<file path="src/rtl/codec_cfg_ctrl.sv">
// Power-up sequencer for the I2S audio codec: writes a fixed register table over a
// write-only open-drain I2C master, then raises i2s_enable. Reports done or error.
module codec_cfg_ctrl #(
  parameter int         CLK_DIV    = 125,
  parameter logic [6:0] DEV_ADDR   = 7'h1A,
  parameter int         MAX_RETRY  = 3,
  parameter int         SETTLE_CYC = 1000000
) (
  input  logic       sysclk,
  input  logic       reset_n,
  input  logic       start,
  output logic       scl_oe,
  output logic       sda_oe,
  input  logic       sda_in,
  output logic       i2s_enable,
  output logic       busy,
  output logic       done,
  output logic       error,
  output logic [3:0] fail_idx
);
  localparam int TW = (CLK_DIV > 1) ? $clog2(CLK_DIV) : 1;
  localparam int SW = (SETTLE_CYC > 1) ? $clog2(SETTLE_CYC) : 1;
  localparam int RW = $clog2(MAX_RETRY + 1);
  localparam logic [3:0] SETTLE_IDX = 4'd10;
  localparam logic [3:0] LAST_IDX   = 4'd11;

  typedef enum logic [3:0] {
    ST_BOOT, ST_START, ST_BIT, ST_ACK, ST_STOP, ST_GAP, ST_SETTLE, ST_DONE, ST_ERROR
  } state_t;

  state_t          state, state_d;
  logic [1:0]      q, q_d;
  logic [2:0]      bit_cnt, bit_d;
  logic [1:0]      byte_cnt, byte_d;
  logic [3:0]      idx, idx_d;
  logic [RW-1:0]   retry, retry_d;
  logic            nack, nack_d;
  logic [SW-1:0]   settle_cnt, settle_d;
  logic [TW-1:0]   tick_cnt;
  logic            tick;
  logic            scl_d, sda_d, busy_d, done_d, error_d, en_d;
  logic [3:0]      fail_d;
  logic [15:0]     cur_entry;
  logic [7:0]      cur_byte;
  logic            cur_bit;

  // Each entry is {reg[6:0], data[8:0]}, so its upper byte is exactly I2C byte1.
  function automatic logic [15:0] table_entry(input logic [3:0] i);
    case (i)
      4'd0:    table_entry = {7'd15, 9'h000};
      4'd1:    table_entry = {7'd6,  9'h010};
      4'd2:    table_entry = {7'd0,  9'h017};
      4'd3:    table_entry = {7'd1,  9'h017};
      4'd4:    table_entry = {7'd2,  9'h079};
      4'd5:    table_entry = {7'd3,  9'h079};
      4'd6:    table_entry = {7'd4,  9'h012};
      4'd7:    table_entry = {7'd5,  9'h000};
      4'd8:    table_entry = {7'd7,  9'h00A};
      4'd9:    table_entry = {7'd8,  9'h000};
      4'd10:   table_entry = {7'd9,  9'h001};
      default: table_entry = {7'd6,  9'h000};
    endcase
  endfunction

  assign cur_entry = table_entry(idx);
  always_comb begin
    case (byte_cnt)
      2'd0:    cur_byte = {DEV_ADDR, 1'b0};
      2'd1:    cur_byte = cur_entry[15:8];
      default: cur_byte = cur_entry[7:0];
    endcase
  end
  assign cur_bit = cur_byte[bit_cnt];

  assign tick = busy && (tick_cnt == TW'(CLK_DIV - 1));

  always_ff @(posedge sysclk or negedge reset_n) begin
    if (!reset_n)           tick_cnt <= '0;
    else if (!busy || tick) tick_cnt <= '0;
    else                    tick_cnt <= tick_cnt + 1'b1;
  end

  always_ff @(posedge sysclk or negedge reset_n) begin
    if (!reset_n) begin
      state      <= ST_BOOT;
      q          <= '0;
      bit_cnt    <= '0;
      byte_cnt   <= '0;
      idx        <= '0;
      retry      <= '0;
      nack       <= 1'b0;
      settle_cnt <= '0;
      scl_oe     <= 1'b0;
      sda_oe     <= 1'b0;
      busy       <= 1'b0;
      done       <= 1'b0;
      error      <= 1'b0;
      i2s_enable <= 1'b0;
      fail_idx   <= '0;
    end else begin
      state      <= state_d;
      q          <= q_d;
      bit_cnt    <= bit_d;
      byte_cnt   <= byte_d;
      idx        <= idx_d;
      retry      <= retry_d;
      nack       <= nack_d;
      settle_cnt <= settle_d;
      scl_oe     <= scl_d;
      sda_oe     <= sda_d;
      busy       <= busy_d;
      done       <= done_d;
      error      <= error_d;
      i2s_enable <= en_d;
      fail_idx   <= fail_d;
    end
  end

  always_comb begin
    state_d  = state;
    q_d      = q;
    bit_d    = bit_cnt;
    byte_d   = byte_cnt;
    idx_d    = idx;
    retry_d  = retry;
    nack_d   = nack;
    settle_d = settle_cnt;
    scl_d    = scl_oe;
    sda_d    = sda_oe;
    busy_d   = busy;
    done_d   = done;
    error_d  = error;
    en_d     = i2s_enable;
    fail_d   = fail_idx;
    case (state)
      ST_BOOT: begin
        busy_d  = 1'b1;
        idx_d   = '0;
        retry_d = '0;
        q_d     = '0;
        state_d = ST_START;
      end
      ST_START: if (tick) begin
        if (q == 2'd0) begin
          sda_d = 1'b1;
          q_d   = 2'd1;
        end else begin
          scl_d   = 1'b1;
          q_d     = 2'd0;
          bit_d   = 3'd7;
          byte_d  = 2'd0;
          nack_d  = 1'b0;
          state_d = ST_BIT;
        end
      end
      ST_BIT: if (tick) begin
        q_d = q + 2'd1;
        if (q == 2'd0) sda_d = ~cur_bit;
        if (q == 2'd1) scl_d = 1'b0;
        if (q == 2'd3) begin
          scl_d = 1'b1;
          if (bit_cnt == 3'd0) state_d = ST_ACK;
          else                 bit_d   = bit_cnt - 3'd1;
        end
      end
      ST_ACK: if (tick) begin
        q_d = q + 2'd1;
        if (q == 2'd0) sda_d  = 1'b0;
        if (q == 2'd1) scl_d  = 1'b0;
        if (q == 2'd2) nack_d = sda_in;
        if (q == 2'd3) begin
          scl_d = 1'b1;
          if (nack || byte_cnt == 2'd2) begin
            state_d = ST_STOP;
          end else begin
            byte_d  = byte_cnt + 2'd1;
            bit_d   = 3'd7;
            state_d = ST_BIT;
          end
        end
      end
      ST_STOP: if (tick) begin
        if (q == 2'd0) begin
          sda_d = 1'b1;
          q_d   = 2'd1;
        end else if (q == 2'd1) begin
          scl_d = 1'b0;
          q_d   = 2'd2;
        end else begin
          // Final STOP tick also decides what follows the frame.
          sda_d = 1'b0;
          q_d   = 2'd0;
          if (nack) begin
            if (retry == RW'(MAX_RETRY - 1)) begin
              error_d = 1'b1;
              fail_d  = idx;
              busy_d  = 1'b0;
              en_d    = 1'b0;
              state_d = ST_ERROR;
            end else begin
              retry_d = retry + 1'b1;
              state_d = ST_GAP;
            end
          end else begin
            retry_d = '0;
            if (idx == LAST_IDX) begin
              done_d  = 1'b1;
              busy_d  = 1'b0;
              en_d    = 1'b1;
              state_d = ST_DONE;
            end else if (idx == SETTLE_IDX) begin
              idx_d    = idx + 4'd1;
              settle_d = '0;
              state_d  = ST_SETTLE;
            end else begin
              idx_d   = idx + 4'd1;
              state_d = ST_GAP;
            end
          end
        end
      end
      ST_GAP: if (tick) begin
        q_d = q + 2'd1;
        if (q == 2'd3) state_d = ST_START;
      end
      ST_SETTLE: begin
        if (settle_cnt == SW'(SETTLE_CYC - 1)) begin
          q_d     = 2'd0;
          state_d = ST_START;
        end else begin
          settle_d = settle_cnt + 1'b1;
        end
      end
      ST_DONE, ST_ERROR: if (start) begin
        done_d  = 1'b0;
        error_d = 1'b0;
        fail_d  = '0;
        en_d    = 1'b0;
        busy_d  = 1'b1;
        idx_d   = '0;
        retry_d = '0;
        q_d     = 2'd0;
        state_d = ST_START;
      end
      default: state_d = ST_BOOT;
    endcase
  end
endmodule

</file>
<file path="config.mk">
export PLATFORM = sky130hd
export DESIGN_NAME = codec_cfg_ctrl
export DESIGN_NICKNAME = d
export VERILOG_FILES = /design/src/rtl/codec_cfg_ctrl.sv
export SDC_FILE = /design/constraint.sdc
export NUM_CORES = 1
export LEC_CHECK = 0
export CAP_MARGIN = 20
export CELL_PAD_IN_SITES_DETAIL_PLACEMENT = 1
export CELL_PAD_IN_SITES_GLOBAL_PLACEMENT = 1
export CORE_ASPECT_RATIO = 0.6
export CORE_MARGIN = 2
export CORE_UTILIZATION = 52
export CTS_CLUSTER_SIZE = 14
export DETAILED_ROUTE_END_ITERATION = 10
export GPL_ROUTABILITY_DRIVEN = 1
export PLACE_DENSITY = 0.9
export SLEW_MARGIN = 20
export SYNTH_ARGS = -nofsm -noshare
export SYNTH_HDL_FRONTEND = slang
export SYNTH_SLANG_ARGS = --single-unit
</file>
<file path="constraint.sdc">
create_clock -name sysclk -period 3.7 [get_ports sysclk]
set_input_delay 0.74 -clock sysclk [delete_from_list [all_inputs] [get_ports sysclk]]
set_output_delay 0.74 -clock sysclk [all_outputs]
set_load 0.05 [all_outputs]
</file>
## Yosys cells after proc, flatten, opt, wreduce, memory -nomap -nowiden

Memories as Yosys holds them, arrays and structs flattened.
Index checks and enable logic that the tools add are counted.

- Add/subtract/negate cells: 7
- $lt $le $gt $ge: 1
- Equal/unequal tests: 51
- Multiplexer cells: 124
- Bitwise operators: 1
- Reduce and logical (&&, ||, !) cells: 33

Operators by type and width:

| operator | number |
|---|---|
| $mux 20 | 7 |
| $mux 4 | 27 |
| $ne 2x2->1 const B | 27 |
| $mux 1 | 44 |
| $pmux 20 s2 | 1 |
| $mux 2 | 19 |
| $reduce_and 7->1 | 5 |
| $pmux 4 s8 | 1 |
| $mux 3 | 9 |
| $reduce_and 6->1 | 4 |
| $add 20x1->20 const B | 1 |
| $eq 20x20->1 const B | 1 |
| $reduce_and 9->1 | 2 |
| $eq 4x3->1 const B | 4 |
| $pmux 8 s2 | 1 |
| $reduce_and 14->1 | 1 |
| $eq 4x4->1 const B | 3 |
| $ne 3x3->1 const B | 4 |
| $pmux 2 s6 | 1 |
| $pmux 4 s3 | 1 |
| $pmux 3 s3 | 1 |
| $reduce_bool 3->1 | 3 |
| $eq 2x2->1 const B | 4 |
| $eq 4x2->1 const B | 2 |
| other kinds (31) | 44 |

- Register bits after elaboration: 55
- Memory bits (read-only): 176
- Input bits: 4
- Logic and storage cells: 234
- Memories kept: 1

Memories:

| name | words | width | read ports | clocked after Yosys merged registers in | write ports | line | source |
|---|---|---|---|---|---|---|---|
| (no name shown) | 16 | 11 | 1 | 0 | 0 | 49 | `case (i)` |

## Logic depth before layout (Yosys ltp)

- Depth in word-level cells: 8
- Mapped depth: 8
- Gate-level depth less buffers: 7

## Worst setup path after synthesis

Ideal clock, no wire load.

- Path kind: flip-flop to flip-flop
- From: register busy
- To: register state[2]
- Arrival: 2.012 ns
- Data required time: 3.575 ns
- Path slack: 1.563 ns
- Cell stages (with the launch flop): 6
- Clock period less this slack: 2.137 ns
- Cell sequence: dfrtp_1 nand3_1 or2_2 a21boi_0 and3_4 mux2_4

- Word-level cells in the longest chain between the ends: 3
- Elaborated cells between the ends (all ways): 7
- Those cells by class: eq/ne (5); reduce/logical (2)

RTL lines:

| item | line | source |
|---|---|---|
| start, declared | 16 | `output logic busy,` |
| start signal, assigned | 111 | `busy <= busy_d;` |
| $logic_and 1x1->1 (*) | 75 | `assign tick = busy && (tick_cnt == TW'(CLK_DIV - 1));` |
| $ne 2x2->1 (no source line) | n/a |  |
| $reduce_and 14->1 (no source line) (*) | n/a |  |
| end signal, assigned | 101 | `state <= state_d;` |
| end, declared | 31 | `state_t state, state_d;` |

Every way passes the cells marked *; elsewhere a longest branch is shown, timed or not.
A chain may end at the register's enable or synchronous reset.

## Worst setup path in the final report

- From: register state[0]
- To: register settle_cnt[12]

- Word-level cells in the longest chain between the ends: 3
- Elaborated cells between the ends (all ways): 12
- Those cells by class: eq/ne (9); mux (1); reduce/logical (2)

RTL lines:

| item | line | source |
|---|---|---|
| $eq 4x3->1 | 135 | `case (state)` |
| $ne 2x2->1 (no source line) / $reduce_bool 2->1 (equally long branches) | n/a |  |
| $reduce_and 8->1 (no source line) | n/a |  |
| end signal, assigned | 108 | `settle_cnt <= settle_d;` |
| end, declared | 38 | `logic [SW-1:0] settle_cnt, settle_d;` |

Parallel ways exist; a longest one is shown, timed or not.

==> reports/metrics.yaml <==
layout-drive-gt1-share_pct: 11.03
pwr_density_cell_nw_per_um2: 284.0
grt_pass1_vias: 3416
yosys-top-cells-area: "dfrtp_1 36%, ha_1 7.2%, nor2_1 3.8%"
nFillCells: 825
core_area_um2: 7207
syn_to_final_growth_pct: 8.583
cts.sinks: 55
async_flop_share_pct: 100.0
firstDrtPassIters: 5
fmax_ghz: 0.3724
antenna_found_initial: 0
maxCapViolCount: 0
clock_latency_ns: 0.30
num_vias: 3309
peakVddDrop_mv: 0.2674
ant_nets: 0
p_total_mw: 1.182
finalClockSkew_ns: 0.01356
power_switching_uw: 251.3
ys.flop_type: "dfrtp_1"
hold_buffers: 0
place_hpwl_um: 8194
startpoint_type: "flop"
max-slew-margin-rel_pct: 51.30
seq_area_um2: 1376
antenna_cells: 0
finalWorstSetupSlack_ns: 1.015
synth_cell_types: 79
ys_seq_elements: 55
dieArea_um2: 8098
hold_viol: 0
io_buffers: 13
worst_pin_slew_ns: 0.7213
synth.top_cell.area_share_pct: 35.90
rows: 24
utilization_pct: 57.76
power_leakage_nw: 1.665
yosysSeqAreaShare_pct: 35.90
fin_cells: 508
synth_nets: 434
layout_common_cells: "55 x dfrtp_1, 39 x nor2_1, 25 x inv_1, 25 x nand2_1, 24 x a21oi_1"
critPathKind: "flop to flop"
slew_violations: 0
routedWlPerCell_um: 22.84
status: "finished, final reports clean"
clkPwrFrac_pct: 47.7
post_cts_buffers: 0
die_height_um: 70.51
cts_buffer_depth: 2
grt_usage_pct: 30.34
cts_resized: 0
drcViolationCount: 0
critPathCaptureType: "flop"
final-setup-viol-count: 0
nets: 442
path_max_fanout: 20
clock-root-buffer: "clkbuf_16"
hold_class: "input pin to asynchronous set/reset pin"
pwr-share-seq_pct: 50.8
final_common_cell: "dfrtp_1"
syn_inst: 408
wirelength_um: 11610
synth_edf_count: 0
h-tree-depth: 2
power.internal_uw: 930.9
gp_congestion: 0.8615
routed_via_density: 6.514
dpl_cell_area_um2: 3988
arrival_ns: 2.88
r2r_setup_slack_ns: 1.01
grt_pass1_wl_um: 18920
ios: 14
setup_tns_ns: 0
critPathRequiredTime_ns: 3.90
yosysTopAreaCell: "dfrtp_1"
grt_overflow: 0
numCtsBuffers: 5
cts_tree: "yes"
fin_crit_ns: 2.685
p_comb_share_pct: 1.5
fin_area_um2: 4163
multi_input_area_um2: 2241
grt_max_degree: 29
place_ws_ns: 1.079
holdWs_ns: 0.4753
rsz0062_at_grt: "no"
dp_cells: 500
initial_core_util_pct: 53.19
drt_iter0_markers: 291
switching_share_pct: 21.25
syn_area_um2: 3834
syn_area_per_cell_um2: 9.396
clk_pin_slew_ns: 0.08
min_period_over_period_pct: 72.58
yosys_warnings: 0
die_w_um: 114.9
critical path, stage by stage (launching register included):
cell,delay [ns]
dfrtp_1,0.64
or4b_1,0.86
nor2_1,0.27
and3_1,0.46
buf_4,0.27
nor2_1,0.07
power groups by stage:
stage,clock network [mW],registers [mW],logic (mW)
global route,0.592,0.600,0.0201
floorplan,0,0.613,0.000665
global placement,0,0.612,0.0175
finish,0.564,0.600,0.0176
CTS,0.573,0.600,0.0182
detailed placement,0,0.612,0.0180
Yosys cell counts (5+ instances only):
library cell / count
xnor2_1: 10
nand4_1: 6
nand2_1: 25
ha_1: 22
and3_1: 5
a21oi_1: 24
a31oi_1: 5
nor3_1: 11
or3_1: 5
mux2i_1: 6
nor4_1: 7
buf_6: 6
o21ai_0: 16
buf_2: 7
xor2_1: 10
dfrtp_1: 55
nor4b_1: 6
nand3_1: 14
inv_1: 25
nor2_1: 39
registers in the layout, summed over array words and instances (netlist names), 2 cells and up:
name and count:
bit_cnt 3, byte_cnt 2, fail_idx 4, idx 4, q 2, retry 2, settle_cnt 20, state 4
tick_cnt 7
final timing paths:
path	from	cells after the start	endpoint
worst max register to register	state[0]	5	settle_cnt[12]
max in group asynchronous	reset_n	2	busy
worst min-delay path	reset_n	1	settle_cnt[11]
worst min register to register	fail_idx[2]	1	fail_idx[2]
worst max-delay path	state[0]	5	settle_cnt[12]
min in group sysclk	fail_idx[2]	1	fail_idx[2]
cell families (layout without fill, tap and decap cells):
family / after synthesis / after routing / synth area share, %
mux: 14 / 14 / 4.308
buf+inv: 42 / 51 / 5.809
xor+xnor: 20 / 20 / 4.569
flops: 55 / 55 / 35.90
compound gates: 93 / 93 / 17.10
simple gates: 162 / 162 / 25.13
fa+ha+maj: 22 / 22 / 7.180
area by class of cell:
| type | instances | area share, % |
|---|---|---|
| Multi-Input combinational cell | 311 | 53.83 |
| Sequential cell | 55 | 33.06 |
| Timing Repair Buffer | 18 | 3.907 |
| Clock buffer | 5 | 3.006 |
| Tap cell | 91 | 2.735 |
| Inverter | 25 | 2.254 |
| Clock inverter | 3 | 1.202 |
layer usage:
| metal | vias up | global-route usage [%] | routed length (um) |
|---|---|---|---|
| li1 | 1506 | - | - |
| met1 | 1669 | 45.10 | 5363 |
| met2 | 119 | 46.67 | 5421 |
| met3 | 15 | 5.208 | 663 |
| met4 | 0 | 6.693 | 157 |
| met5 | - | 0 | 0 |
Power figures use the tool's default switching activity.
